$ cat src/rtl/snes_joy_pkg.sv
// Shared constants and types for the SNES joypad port responder.
// Button indices follow the order in which the pad shifts them out.
package snes_joy_pkg;

    localparam int BTN_B_IDX      = 0;
    localparam int BTN_Y_IDX      = 1;
    localparam int BTN_SELECT_IDX = 2;
    localparam int BTN_START_IDX  = 3;
    localparam int BTN_UP_IDX     = 4;
    localparam int BTN_DOWN_IDX   = 5;
    localparam int BTN_LEFT_IDX   = 6;
    localparam int BTN_RIGHT_IDX  = 7;
    localparam int BTN_A_IDX      = 8;
    localparam int BTN_X_IDX      = 9;
    localparam int BTN_L_IDX      = 10;
    localparam int BTN_R_IDX      = 11;

    localparam int          FRAME_LEN = 16;
    localparam int          CNT_W     = 5;
    localparam logic [CNT_W-1:0] CNT_MAX = 5'd16;
    localparam logic [3:0]  PAD_ID    = 4'b0000;

    typedef logic [11:0] pad_btn_t;

    // Serial frame as seen by the console: buttons first, ID nibble last.
    function automatic logic [FRAME_LEN-1:0] pad_frame(input pad_btn_t btn);
        return {PAD_ID, btn};
    endfunction

endpackage

$ cat src/rtl/snes_joypad_port_if.sv
// Joypad port bundle: core-side strobe/clock/select, frontend buttons,
// and the serial data / bit count returned by the port.
interface snes_joypad_port_if;
    import snes_joy_pkg::*;

    logic        JOY_STRB;
    logic        JOY_CLK;
    logic        JOY_P6;
    pad_btn_t    BTN_A;
    pad_btn_t    BTN_B;
    pad_btn_t    BTN_C;
    pad_btn_t    BTN_D;
    logic [1:0]  JOY_DI;
    logic [4:0]  BIT_CNT;

    modport master (
        output JOY_STRB, JOY_CLK, JOY_P6, BTN_A, BTN_B, BTN_C, BTN_D,
        input  JOY_DI, BIT_CNT
    );

    modport slave (
        input  JOY_STRB, JOY_CLK, JOY_P6, BTN_A, BTN_B, BTN_C, BTN_D,
        output JOY_DI, BIT_CNT
    );
endinterface

$ cat src/rtl/snes_pad_shifter.sv
// One pad's 16-bit parallel-load shift register; shifts right with a 1 fill
// so the line reads pressed-high 1s once the frame is exhausted.
module snes_pad_shifter
    import snes_joy_pkg::*;
(
    input  logic                 clk,
    input  logic                 rst_n,
    input  logic                 load,
    input  logic                 shift,
    input  logic [FRAME_LEN-1:0] frame,
    output logic                 q0
);

    logic [FRAME_LEN-1:0] sr_reg;

    always_ff @(posedge clk or negedge rst_n) begin
        if (!rst_n) begin
            sr_reg <= '0;
        end else if (load) begin
            sr_reg <= frame;
        end else if (shift) begin
            sr_reg <= {1'b1, sr_reg[FRAME_LEN-1:1]};
        end
    end

    assign q0 = sr_reg[0];

endmodule

$ cat src/rtl/snes_joypad_port.sv
// SNES controller-port responder: one pad, or four pads behind a multitap
// when SNES_MULTITAP_EN is defined (P6 then selects pair A/B or C/D).
module snes_joypad_port
    import snes_joy_pkg::*;
(
    input  logic                MCLK,
    input  logic                RESET_N,
    snes_joypad_port_if.slave   bus
);

`ifdef SNES_MULTITAP_EN
    localparam int NPADS  = 4;
    localparam int NPAIRS = 2;
`else
    localparam int NPADS  = 1;
    localparam int NPAIRS = 1;
`endif

    logic strb_q, clk_q, clk_qq, p6_q;

    always_ff @(posedge MCLK or negedge RESET_N) begin
        if (!RESET_N) begin
            strb_q <= 1'b0;
            clk_q  <= 1'b0;
            clk_qq <= 1'b0;
            p6_q   <= 1'b0;
        end else begin
            strb_q <= bus.JOY_STRB;
            clk_q  <= bus.JOY_CLK;
            clk_qq <= clk_q;
            p6_q   <= bus.JOY_P6;
        end
    end

    // Strobe has priority: a clock edge seen during load is discarded.
    logic shift_ok;
    assign shift_ok = clk_q & ~clk_qq & ~strb_q;

    pad_btn_t          btn [NPADS];
    logic [NPADS-1:0]  pad_shift;
    logic [NPADS-1:0]  pad_q0;
    logic [NPAIRS-1:0] pair_shift;
    logic [CNT_W-1:0]  cnt_reg [NPAIRS];

    generate
        for (genvar gi = 0; gi < NPADS; gi++) begin : g_pad
            snes_pad_shifter u_shifter (
                .clk   (MCLK),
                .rst_n (RESET_N),
                .load  (strb_q),
                .shift (pad_shift[gi]),
                .frame (pad_frame(btn[gi])),
                .q0    (pad_q0[gi])
            );
        end
    endgenerate

    always_ff @(posedge MCLK or negedge RESET_N) begin
        if (!RESET_N) begin
            for (int i = 0; i < NPAIRS; i++) cnt_reg[i] <= '0;
        end else begin
            for (int i = 0; i < NPAIRS; i++) begin
                if (strb_q) begin
                    cnt_reg[i] <= '0;
                end else if (pair_shift[i] && cnt_reg[i] != CNT_MAX) begin
                    cnt_reg[i] <= cnt_reg[i] + 5'd1;
                end
            end
        end
    end

`ifdef SNES_MULTITAP_EN
    assign btn[0] = bus.BTN_A;
    assign btn[1] = bus.BTN_B;
    assign btn[2] = bus.BTN_C;
    assign btn[3] = bus.BTN_D;

    // Pair 0 is A/B (P6 high), pair 1 is C/D (P6 low).
    assign pair_shift = {shift_ok & ~p6_q, shift_ok & p6_q};
    assign pad_shift  = {pair_shift[1], pair_shift[1], pair_shift[0], pair_shift[0]};

    // D1 held high during strobe lets the console detect the tap.
    assign bus.JOY_DI[0] = p6_q ? pad_q0[0] : pad_q0[2];
    assign bus.JOY_DI[1] = strb_q | (p6_q ? pad_q0[1] : pad_q0[3]);
    assign bus.BIT_CNT   = p6_q ? cnt_reg[0] : cnt_reg[1];
`else
    assign btn[0]     = bus.BTN_A;
    assign pair_shift = shift_ok;
    assign pad_shift  = shift_ok;

    assign bus.JOY_DI  = {1'b0, pad_q0[0]};
    assign bus.BIT_CNT = cnt_reg[0];

    wire unused_inputs = &{1'b0, p6_q, bus.BTN_B, bus.BTN_C, bus.BTN_D};
`endif

endmodule

$ cat src/flat_wrapper.sv
// flat-port wrapper written by rule: the top's interface ports become plain ports
module snes_joypad_port_flat import snes_joy_pkg::*;
  (MCLK, RESET_N, bus_JOY_STRB, bus_JOY_CLK, bus_JOY_P6, bus_BTN_A, bus_BTN_B, bus_BTN_C, bus_BTN_D, bus_JOY_DI, bus_BIT_CNT);
  snes_joypad_port_if bus_i ();
  input  logic MCLK;
  input  logic RESET_N;
  input wire logic [$bits(bus_i.JOY_STRB)-1:0] bus_JOY_STRB;
  input wire logic [$bits(bus_i.JOY_CLK)-1:0] bus_JOY_CLK;
  input wire logic [$bits(bus_i.JOY_P6)-1:0] bus_JOY_P6;
  input wire logic [$bits(bus_i.BTN_A)-1:0] bus_BTN_A;
  input wire logic [$bits(bus_i.BTN_B)-1:0] bus_BTN_B;
  input wire logic [$bits(bus_i.BTN_C)-1:0] bus_BTN_C;
  input wire logic [$bits(bus_i.BTN_D)-1:0] bus_BTN_D;
  output wire logic [$bits(bus_i.JOY_DI)-1:0] bus_JOY_DI;
  output wire logic [$bits(bus_i.BIT_CNT)-1:0] bus_BIT_CNT;
  assign bus_i.JOY_STRB = bus_JOY_STRB;
  assign bus_i.JOY_CLK = bus_JOY_CLK;
  assign bus_i.JOY_P6 = bus_JOY_P6;
  assign bus_i.BTN_A = bus_BTN_A;
  assign bus_i.BTN_B = bus_BTN_B;
  assign bus_i.BTN_C = bus_BTN_C;
  assign bus_i.BTN_D = bus_BTN_D;
  assign bus_JOY_DI = bus_i.JOY_DI;
  assign bus_BIT_CNT = bus_i.BIT_CNT;
  snes_joypad_port u_core (.MCLK(MCLK), .RESET_N(RESET_N), .bus(bus_i));
endmodule
$ cat config.mk
export PLATFORM = sky130hd
export DESIGN_NAME = snes_joypad_port_flat
export DESIGN_NICKNAME = d
export VERILOG_FILES = /design/src/rtl/snes_joy_pkg.sv /design/src/rtl/snes_joypad_port_if.sv /design/src/rtl/snes_pad_shifter.sv /design/src/rtl/snes_joypad_port.sv /design/src/flat_wrapper.sv
export SDC_FILE = /design/constraint.sdc
export NUM_CORES = 1
export LEC_CHECK = 0
export ABC_AREA = 1
export CORE_UTILIZATION = 35
export CTS_CLUSTER_SIZE = 8
export DETAILED_ROUTE_END_ITERATION = 6
export HOLD_SLACK_MARGIN = 0.12
export MAX_ROUTING_LAYER = met4
export PLACE_DENSITY_LB_ADDON = 0.2
export REMOVE_ABC_BUFFERS = 1
export SKIP_CTS_REPAIR_TIMING = 1
export SLEW_MARGIN = 15
export SYNTH_ARGS = -nofsm -noshare
export SYNTH_HDL_FRONTEND = slang
export SYNTH_HIERARCHICAL = 1
export SYNTH_SLANG_ARGS = --single-unit
$ cat constraint.sdc
create_clock -name MCLK -period 1.22 [get_ports MCLK]
set_input_delay 0.122 -clock MCLK [delete_from_list [all_inputs] [get_ports MCLK]]
set_output_delay 0.122 -clock MCLK [all_outputs]
set_load 0.02 [all_outputs]
==> flow_summary.toml <==
[route]
first_iter_violations = 34
drc = 0
vias_per_cell = 4.76
num_vias = 995
dr.pass1.iters = 4
wirelength_um = 2620
avgRoutedWirePerCell_um = 12.5
ant_nets = 0

[timing]
max_freq_mhz = 835
period_needed_ns = 1.20
setup_ws_ns = 0.0225
clock-skew-final_ns = 0.00580
fin_crit_sh = 0.982
rsz0062_at_grt = "yes"
maxSlewViolCount = 0
setup_viol = 0
final_hold_viol_count = 0

[yosys]
netlist_area_um2 = 1170
synthCells = 133
synth.area.mux_share = 0
synth_xor_area_frac = 0.0149
yosysTopAreaCellShare = 0.512
ys_ff_latch = 24
synthAdderAreaFrac = 0.0213
synth-simple-area-share = 0.362
yosysTopAreaCell = "dfrtp_1"
synth_top_family_by_area = "simple AND/OR/NAND/NOR gates"
yosysWarnings = 6
synth_compound_area_frac = 0.00427
yosysSeqAreaShare = 0.512
synth_area_leaders = "dfrtp_1, nand3_1, nand2_1, buf_6, buf_4"
syn_area_per_cell_um2 = 8.81
ys_types = 20

[clock_network]
cts.sinks = 24
cts_root_buffer = "clkbuf_4"
cts_buffers = 3
cts_buffer_depth = 2
cts.clk_slew.worst_paths_ns = 0.14
clk_latency_ns = 0.32
cts_tree = "built"
htree_num_levels = 1

[grt]
first_global_vias = 892
grt_first_pass_wirelength_um = 4020
globalRouteOverflowTotal = 0
antenna_found_initial = 0
grt_max_degree = 25
track_usage = 0.155

[die]
io_pins = 60
fp.dieW_um = 59.9
rows = 20
initial_core_util = 0.378
core_area_um2 = 3100
fp.dieH_um = 59.9
die_area_um2 = 3590

[outcome]
outcome = "complete, no violations"

[critical_path]
crit_top_cell = "nand3_1"
crit_path_start_kind = "flop"
required_ns = 1.49
end_kind = "flop"
crit_type = "flop to flop"
crit_fanout = 7
critPathSlowestCell = "dfrtp_1"
crit_arrival_ns = 1.46
max_stage_delay_ns = 0.44
path_cells = "nor3b_4 > buf_4 > clkbuf_16 > nand3_1 > nand3_1"

[finish]
drive_gt1_frac = 0.261
nFillCells = 293
finish.instance_area_um2 = 1700
n_antenna_cell = 0
largest_register_ffs = 16
layout_commonest_cell = "nand2_1"
fin_nets = 221
instances_no_fill = 209
mostFrequentLayoutCells = "nand2_1, nand3_1, dfrtp_1, clkdlybuf4s50_1, nand3_2"
syn_to_final_growth_pct = 44.7

[placement]
port_buffers = 21
placed_area_um2 = 1440
finalWeightedCongestion = 0.784
dp.cells = 200
dp_slack_ns = -0.0520
dp_hpwl_um = 1590

[power]
power_w = 0.00177
peakVddDrop_uv = 534
power_density_nw_per_um2 = 1050
p_leak_nw = 0.862

[min_path]
hp-class = "input port to asynchronous set/reset pin"

[job]
maxCapViolations = 0
[cell usage after synthesis (all sizes together)]
cell / number
conb: 1
nor2: 4
nor3b: 1
a21oi: 1
buf: 8
xnor2: 1
nand3: 38
clkinv: 1
inv: 6
dfrtp: 24
ha: 2
nand2: 44
xor2: 1
nand4: 1
[kinds of logic after synthesis]
kind of cell / count (synthesis)
AND/OR/NAND/NOR: 88
flip-flops: 24
buffers and inverters: 15
XOR/XNOR: 2
adder cells (fa/ha/maj): 2
AO/OA/AOI/OAI: 1
other: 1
[per-stage QoR]
step           hold slack (ns)  utilization  TNS (ns)
2_1_floorplan           -0.174            -     -9.10
3_3_place_gp             0.362        0.465         0
3_5_place_dp             0.372        0.465    -0.100
4_1_cts                  0.154        0.481     -1.83
5_1_grt                  0.143        0.547    -0.570
6_report                 0.148        0.547         0
[final timing paths]
| kind | end | slack (ns) | from | cells after the start |
|---|---|---|---|---|
| min in group MCLK | u_core/strb_q$_DFF_PN0_ | 0.23 | bus_JOY_STRB | 1 |
| max in group asynchronous | u_core/bus.BIT_CNT[1]$_DFFE_PN0P_ | 0.82 | RESET_N | 2 |
| worst min register to register | u_core/clk_qq$_DFF_PN0_ | 0.40 | u_core/clk_q$_DFF_PN0_ | 0 |
| worst min-delay path | u_core/g_pad[0].u_shifter/sr_reg[0]$_DFFE_PN0P_ | 0.15 | RESET_N | 2 |
| worst max-delay path | u_core/g_pad[0].u_shifter/sr_reg[11]$_DFFE_PN0P_ | 0.02 | u_core/strb_q$_DFF_PN0_ | 5 |
| worst max register to register | u_core/g_pad[0].u_shifter/sr_reg[11]$_DFFE_PN0P_ | 0.02 | u_core/strb_q$_DFF_PN0_ | 5 |
[critical path: cells and delay by family (launching register included)]
family / cells / cell delay (ns)
flip-flops: 1 / 0.44
AND/OR/NAND/NOR: 3 / 0.41
buffers and inverters: 2 / 0.30
[power by group]
part	switching (W)	internal (W)	total, W
sequential	0.0000442	0.000859	0.000904
combinational	0.000143	0.000136	0.000279
clock	0.000258	0.000332	0.000590
total	0.000446	0.00133	0.00177
[area by class of cell]
class	instances	area, um2	area share
sequential	24	603	0.355
clock inverter	1	30.0	0.0177
inverter	7	37.5	0.0221
tap	44	55.1	0.0324
timing repair buffer	32	354	0.209
multi-input combinational	98	594	0.350
clock buffer	3	22.5	0.0133
[metal layers]
metal  vias up  wire, um  GRT usage
met2        23      1270      0.243
met5         -         0          -
met4         0        31     0.0598
li1        488         -          -
met1       480      1180      0.204
met3         4       130     0.0216
No activity file was read; power rests on OpenSTA's default activity.
